==> src/rtl/i2s_adc_rx.sv <==
// Master-mode I2S capture from a stereo ADC: derives mclk/sclk/lrck from ck_en, deserialises sdout into
// WIDTH-bit samples and presents one pair per frame with a single-cycle valid. Optional DC blocker: I2S_ADC_RX_HPF_EN.
module i2s_adc_rx #(
  parameter int WIDTH         = 16,
  parameter int SETTLE_FRAMES = 4,
  parameter int HPF_SHIFT     = 10
) (
  input  logic                    clk,
  input  logic                    rst,
  input  logic                    en,
  input  logic                    ck_en,
  input  logic                    adc_sdout,
  output logic                    mclk,
  output logic                    sclk,
  output logic                    lrck,
  output logic signed [WIDTH-1:0] snd_l,
  output logic signed [WIDTH-1:0] snd_r,
  output logic                    snd_valid,
  output logic                    locked
);

  typedef enum logic [1:0] {IDLE, SYNC, RUN} state_t;

  localparam logic [5:0] LAST_SLOT   = 6'(WIDTH);
  localparam logic [7:0] SETTLE_LAST = 8'(SETTLE_FRAMES);

  state_t           state, state_nxt;
  logic [8:0]       phase;
  logic [7:0]       frame_ctr;
  logic [WIDTH-1:0] shift_q, shift_nxt, hold_l, hold_r;
  logic [4:0]       slot;
  logic             active, step, wrap, in_word, capture, last_bit, emit;
  logic signed [WIDTH-1:0] out_l, out_r;

  assign active    = (state != IDLE) && en;
  assign step      = active && ck_en;
  assign wrap      = step && (phase == 9'd511);
  assign slot      = phase[7:3];
  assign in_word   = ({1'b0, slot} >= 6'd1) && ({1'b0, slot} <= LAST_SLOT);
  assign shift_nxt = WIDTH'({shift_q, adc_sdout});

  assign mclk = phase[0];
  assign sclk = phase[2];
  assign lrck = phase[8];

  // State register
  always_ff @(posedge clk) begin
    if (rst) state <= IDLE;
    else     state <= state_nxt;
  end

  // Next-state logic
  always_comb begin
    state_nxt = state;
    unique case (state)
      IDLE:    if (en) state_nxt = SYNC;
      SYNC:    if (!en) state_nxt = IDLE;
               else if (wrap && frame_ctr == SETTLE_LAST) state_nxt = RUN;
      RUN:     if (!en) state_nxt = IDLE;
      default: state_nxt = IDLE;
    endcase
  end

  // Output decode: sample on the step that raises sclk, emit on RUN wraps
  always_comb begin
    capture  = step && (phase[2:0] == 3'b011) && in_word;
    last_bit = capture && ({1'b0, slot} == LAST_SLOT);
    emit     = wrap && (state_nxt == RUN);
  end

`ifdef I2S_ADC_RX_HPF_EN
  logic signed [WIDTH+7:0] dc_l, dc_r;

  function automatic logic signed [WIDTH+7:0] dc_next(input logic signed [WIDTH-1:0] x,
                                                      input logic signed [WIDTH+7:0] dc);
    logic signed [WIDTH+8:0] diff;
    diff = $signed({x[WIDTH-1], x, 8'b0}) - $signed({dc[WIDTH+7], dc});
    diff = diff >>> HPF_SHIFT;
    return dc + diff[WIDTH+7:0];
  endfunction

  function automatic logic signed [WIDTH-1:0] sat_sub(input logic signed [WIDTH-1:0] x,
                                                      input logic signed [WIDTH+7:0] dc);
    logic [WIDTH:0] d;
    d = {x[WIDTH-1], x} - {dc[WIDTH+7], dc[WIDTH+7:8]};
    if (d[WIDTH] != d[WIDTH-1])
      return d[WIDTH] ? {1'b1, {(WIDTH-1){1'b0}}} : {1'b0, {(WIDTH-1){1'b1}}};
    return d[WIDTH-1:0];
  endfunction

  assign out_l = sat_sub(hold_l, dc_l);
  assign out_r = sat_sub(hold_r, dc_r);

  always_ff @(posedge clk) begin
    if (rst || !active) begin
      dc_l <= '0;
      dc_r <= '0;
    end else if (emit) begin
      dc_l <= dc_next(hold_l, dc_l);
      dc_r <= dc_next(hold_r, dc_r);
    end
  end
`else
  assign out_l = hold_l;
  assign out_r = hold_r;
`endif

  // Datapath; leaving the active states discards any partial word
  always_ff @(posedge clk) begin
    if (rst) begin
      phase     <= '0;
      frame_ctr <= '0;
      shift_q   <= '0;
      hold_l    <= '0;
      hold_r    <= '0;
      snd_l     <= '0;
      snd_r     <= '0;
      snd_valid <= 1'b0;
      locked    <= 1'b0;
    end else begin
      snd_valid <= emit;
      locked    <= (state_nxt == RUN);
      if (!active) begin
        phase     <= '0;
        frame_ctr <= '0;
        shift_q   <= '0;
      end else if (ck_en) begin
        phase <= phase + 9'd1;
        if (wrap && state == SYNC) frame_ctr <= frame_ctr + 8'd1;
        if (capture) shift_q <= shift_nxt;
        if (last_bit) begin
          if (phase[8]) hold_r <= shift_nxt;
          else          hold_l <= shift_nxt;
        end
      end
      if (emit) begin
        snd_l <= out_l;
        snd_r <= out_r;
      end
    end
  end

endmodule

==> config.mk <==
export PLATFORM = sky130hd
export DESIGN_NAME = i2s_adc_rx
export DESIGN_NICKNAME = d
export VERILOG_FILES = /design/src/rtl/i2s_adc_rx.sv
export SDC_FILE = /design/constraint.sdc
export NUM_CORES = 1
export LEC_CHECK = 0
export ABC_AREA = 1
export CORE_MARGIN = 2
export CORE_UTILIZATION = 52
export DETAILED_ROUTE_END_ITERATION = 7
export PLACE_DENSITY = 0.82
export SYNTH_ARGS = -nofsm -noshare
export SYNTH_HDL_FRONTEND = slang
export SYNTH_SLANG_ARGS = --single-unit
==> constraint.sdc <==
create_clock -name clk -period 2.25 [get_ports clk]
set_clock_uncertainty 0.2 [all_clocks]
set_input_delay 0.5625 -clock clk [delete_from_list [all_inputs] [get_ports clk]]
set_output_delay 0.5625 -clock clk [all_outputs]
set_load 0.01 [all_outputs]
# --- Yosys cells after proc, flatten, opt, wreduce, memory -nomap -nowiden ---
# Index checks and enable logic that the tools add are counted.
word_totals:
  input_bits: 5
  ff_bits: 100
  word_cells: 45
op_classes:
  order_cmp: 2
  n_reduce_logical: 17
  mux: 5
  n_eq_ne: 7
  bitwise_logic: 2
  addsub: 2
op_table:
  columns: ["op", "count"]
  rows:
  - ["1-bit logical AND", 10]
  - ["9-bit by 1-bit adder with 9-bit output (second input constant)", 1]
  - ["9-bit == test (second input constant)", 1]
  - ["8-bit by 1-bit adder with 8-bit output (second input constant)", 1]
  - ["8-bit by 3-bit == test with 1-bit output (second input constant)", 1]
  - ["2-bit two-way mux", 4]
  - ["4-bit AND reduction", 2]
  - ["2-bit one-hot mux with 3 select lines", 1]
  - ["5-bit == test (second input constant)", 1]
  - ["5-bit by 1-bit greater-or-equal comparator with 1-bit output (second input constant)", 1]
  - ["5-bit <= comparator (second input constant)", 1]
  - ["2-bit == test (second input constant)", 2]
  - ["2-bit AND reduction", 2]
  - ["3-bit by 2-bit == test with 1-bit output (second input constant)", 1]
  - ["2-bit by 1-bit == test with 1-bit output (second input constant)", 1]
  - ["2-bit zero test", 1]
  - ["1-bit inverter", 2]
  - ["2-bit nonzero test", 1]
  - ["2-bit OR reduction", 1]

# --- Longest topological paths before layout ---
logic_depth:
  depth_word: 10
  mapped_depth: 14
  depth_no_buf: 13

# --- Worst setup path before layout ---
# OpenSTA, ideal clock, no wires.
synth_timing:
  path_type: "reg-to-reg"
  startpoint: "register phase[0]"
  endpoint: "register snd_l[5]"
  arrival_time_ps: 1990
  t_required_ps: 1940
  path_stages_with_launch: 14
  setup_time_ps: 110
  period_less_slack_ps: 2300
  path_slack_ps: -50
  path_cell_list: "dfxtp_1 ha_1 and3_1 inv_1 nor4_1 ha_1 inv_1 nor2_8 nand3_1 nand2_2 buf_2 nand4_1 nand2_1 nor2_1"
synth_via:
  elab_chain_cells: 8
synth_lines:
  columns: ["element", "line", "rtl"]
  rows:
  - ["from (decl)", "28", "logic [8:0] phase;"]
  - ["from (signal assigned)", "128", "phase <= phase + 9'd1;"]
  - ["9-bit == test *", "37", "assign wrap = step && (phase == 9'd511);"]
  - ["1-bit logical AND *", "37", null]
  - ["1-bit logical AND", "58", "else if (wrap && frame_ctr == SETTLE_LAST) state_nxt = RUN;"]
  - ["2-bit two-way mux", "58", null]
  - ["2-bit two-way mux", "57", "SYNC: if (!en) state_nxt = IDLE;"]
  - ["2-bit one-hot mux with 3 select lines", "55", "unique case (state)"]
  - ["2-bit == test", "68", "emit = wrap && (state_nxt == RUN);"]
  - ["1-bit logical AND *", "68", null]
  - ["to (signal assigned)", "137", "snd_l <= out_l;"]
  - ["to (decl)", "16", "output logic signed [WIDTH-1:0] snd_l,"]
# Mark *: on every way between the ends. The rest lies on a longest branch, timed or not.
# A chain may end at the register's enable or synchronous reset.

# --- Worst setup path in the final report ---
layout_timing:
  startpoint: "register phase[0]"
  endpoint: "register snd_l[2]"
# Same word-level chain as after synthesis.

==> metrics.md <==
| Metric | Value |
|---|---|
| Seq/Total Area, Yosys | 44.3% |
| Root Driver | clkbuf_8 |
| Comb power frac | 3.3% |
| Tcrit/Tclk final | 101% |
| Sink Count | 100 |
| Synth Register Bits | 100 |
| RSZ-0062 raised after global routing | true |
| Worst-Skew Late Latency | 360 ps |
| Synth Cell Area | 0.00452 sq mm |
| Synth cell types | 27 |
| Yosys warns | 0 |
| Fmax achieved | 441 MHz |
| R2R depth | 14 |
| Core area | 0.00859 sq mm |
| Fin crit period | 2270 ps |
| Reg area | 0.00201 sq mm |
| Hold Fails Final Rpt | 0 |
| Synth Area in Compound Gates | 9.35% |
| Status | finished, violations left |
| Clock share of power | 35.2% |
| # fillers | 709 |
| Crit-path max FO | 17 |
| Setup ws final | -16.6 ps |
| Placed cells | 796 |
| Post-synth EDFFs | 0 |
| Worst-path clk slew | 100 ps |
| Non-Filler Instances | 820 |
| Failing checks | negative setup slack |
| Die ar. | 0.00946 sq mm |
| Beginning of the worst hold path | shift_q[11]$_SDFFE_PP0P_ |
| Simple-gate area share of the yosys netlist | 28.7% |
| Switching portion of total power | 23.5% |
| Number of vias per cell | 5.09 |
| PwrDens | 513 mW/mm^2 |
| Die span in y | 97.3 um |
| GPL Wtd Cong | 0.804 |
| Ys async rst share | 0% |
| R2R Path End | snd_l[2]$_SDFFE_PP0P_ |
| Crit-path slowest cell | dfxtp_4 |
| R2r setup slk | -20 ps |
| Slew headroom | 75.1% |
| Post-route ant nets | 0 |
| Max-cap violations | 0 |
| Share of Yosys cell area claimed by the top area cell type | 44.3% |
| Cells after Synth | 662 |
| Area growth from synthesis to layout | 24.1% |
| Hold Path Cell Cnt | 2 |
| Post-DP HPWL | 6170 um |
| Post-synth net total | 672 |
| Die Wd | 97.3 um |
| Hold EP | shift_q[11]$_SDFFE_PP0P_ |
| Vias in the first global route | 3,910 |
| CTS tree | done |
| H-Tree Depth | 3 |
| Synth area leaders | dfxtp_1 44%, inv_1 11%, nand2_1 10% |
| Internal power | 2200 uW |
| RR Startpoint | phase[0]$_SDFFE_PP0P_ |
| Post-synthesis mux area share | 0% |
| Initial antenna violation count | 0 |
| Setup TNS Final | -76.9 ps |
| Ys flop type | dfxtp_1 |
| Post-route DRC | 0 |
| Fin util | 65.3% |
| First-pass GRT wire length | 16,300 um |
| CTS Buf Count | 9 |
| Hold crit path type | flip-flop to flip-flop |
| CP top delay family | simple AND/OR/NAND/NOR gates |
| Post-Route WL | 10,300 um |
| Multi-input combinational cell area | 0.00197 sq mm |
| Final #Nets | 717 |
| Xor-xnor portion of the synthesized cell area | 0.581% |
| Hold buffer count at CTS | 0 |
| Antenna diodes | 0 |
| Crit-path cells | ha_4 > and3_4 > inv_2 > nor4_2 > ha_2 > inv_2 > nor2_8 > nand3_4 > nand2_4 > nand3_4 > buf_12 > nand2_1 > inv_1 > nor2_1 |
| Worst VDD drop | 0.000286 V |
| WP buf/inv | 4 |
| Largest net degree at the start of global routing | 65 |
| Arr. time, crit path | 2360 ps |
| Leak | 0.00222 uW |
| Combinational family with the most area after synthesis | simple AND/OR/NAND/NOR gates |
| Reg power frac | 61.5% |
| # IOs | 42 |
| NetSw | 675 uW |
| Largest area contributor in the netlist | dfxtp_1 |
| Critical path class | flip-flop to flip-flop |
| Starting density of the core | 52.6% |
| Worst slack, placed | -153 ps |
| Type of element capturing the critical path | flip-flop |
| First-iteration detailed-routing DRC count | 186 |
| Share of layout cells above drive strength 1 | 14.5% |
| CP required | 2350 ps |
| Least-Margin Pin Slew | 374 ps |
| Avg WL per Cell | 12.5 um |
| Mean post-synth cell area | 6.83 sq um |
| Clock buffer depth | 2 |
| I/O Buffers | 41 |
| Std cell rows | 34 |
| Initial DRT Pass Iterations | 5 |
| Final Max Tran Viols | 0 |
| Adder-cell share of the synthesized area | 1.38% |
| Grt total ovfl | 0 |
| DR vias | 4,170 |
| Count leader, synth | inv_1 |
| Max incr delay on CP | 380 ps |
| Post-synth top cells | 136 x inv_1, 121 x nand2_1, 100 x dfxtp_1 |
| Startpoint types | flip-flop |
| Global Route Usage Sum | 20.8% |
| Final setup vio count | 8 |
[worst min-delay path, stage by stage, from the launching register on]
cell and delay [ps]:
dfxtp_1 320, nand2_1 60, a21oi_1 50
[state kept, by name, indices dropped and copies added (netlist names)]
name	count
phase	9
snd_l	16
snd_r	16
shift_q	15
hold_r	16
frame_ctr	8
state	2
locked	1
snd_valid	1
hold_l	16
[power by group through the flow]
stage | Combinational (uW) | Sequential, uW | Clock [uW]
2_1_floorplan | 63.6 | 1810 | 0
3_5_place_dp | 89.3 | 1810 | 0
4_1_cts | 90.4 | 1770 | 1040
6_report | 93.7 | 1770 | 1010
5_1_grt | 105 | 1770 | 1100
3_3_place_gp | 87.9 | 1810 | 0
[cells by family (layout without fill, tap and decap cells)]
| group | after synthesis | count (layout) |
|---|---|---|
| DFF | 100 | 100 |
| AOI/OAI and AO/OA | 84 | 84 |
| and+or+nand+nor | 292 | 292 |
| xor gates and xnor gates | 3 | 3 |
| adders and majority gates | 5 | 5 |
| buffers and inverters | 178 | 228 |
[area by class of cell]
cell class / instances / area share [%]
inverters: 138 / 9.23
clock inverters: 6 / 0.691
flip-flops and latches: 100 / 35.8
multi-input cells: 384 / 35.2
repair buffers: 74 / 14.5
well taps: 108 / 2.41
clock buffers: 10 / 2.27
[stage by stage]
stage               total power [uW]  instance area [sq um]  hold WS (ps)
finish                          2880                   5610           273
global route                    2980                   5610           287
CTS                             2900                   5430           273
detailed placement              1900                   5140           260
global placement                1900                   5140           249
floorplan                       1880                   4520           239
[worst max-delay path by stage]
stage	from	endpoint	slack, ps	cells after the start
after floorplan	phase[0]$_SDFFE_PP0P_	snd_l[5]$_SDFFE_PP0P_	10	13
after global routing	phase[0]$_SDFFE_PP0P_	snd_l[2]$_SDFFE_PP0P_	-160	14
after global placement	en	hold_r[14]$_SDFFE_PP0P_	-100	8
after detailed placement	en	hold_r[5]$_SDFFE_PP0P_	-150	8
after CTS	phase[0]$_SDFFE_PP0P_	snd_l[4]$_SDFFE_PP0P_	-50	14
final	phase[0]$_SDFFE_PP0P_	snd_l[2]$_SDFFE_PP0P_	-20	14
[cell usage in the layout (no fill, tap or decap), drive strengths merged]
master / netlist / layout
a21oi: 62 / 62
and3: 1 / 1
buf: 23 / 33
clkbuf: 17 / 11
clkdlybuf4s50: 0 / 40
clkinv: 0 / 3
clkinvlp: 0 / 2
dfxtp: 100 / 100
ha: 5 / 5
inv: 138 / 139
nand2: 123 / 123
nand3: 40 / 40
nand4: 35 / 35
nor2: 84 / 84
nor3: 7 / 7
nor4: 1 / 1
o21a: 1 / 1
o21ai: 21 / 21
or2: 1 / 1
xnor2: 1 / 1
xor2: 2 / 2
[metal layers]
metal,up-vias,GRT usage (%),share of wire (%),wire (um)
met5,-,0,0,0
met1,1908,22.9,41,4230
met4,0,9.40,3.0,311
li1,2124,-,-,-
met3,26,3.38,5.4,556
met2,112,39.0,50,5170
[what timing repair did]
action / in CTS / in global routing
endpoints found under the setup margin: 34 / 41
pin swaps: 9 / 19
cloned: 2 / 2
buffers inserted: 3 / 1
gates resized for setup: 16 / 54
Power figures use the tool's default switching activity.
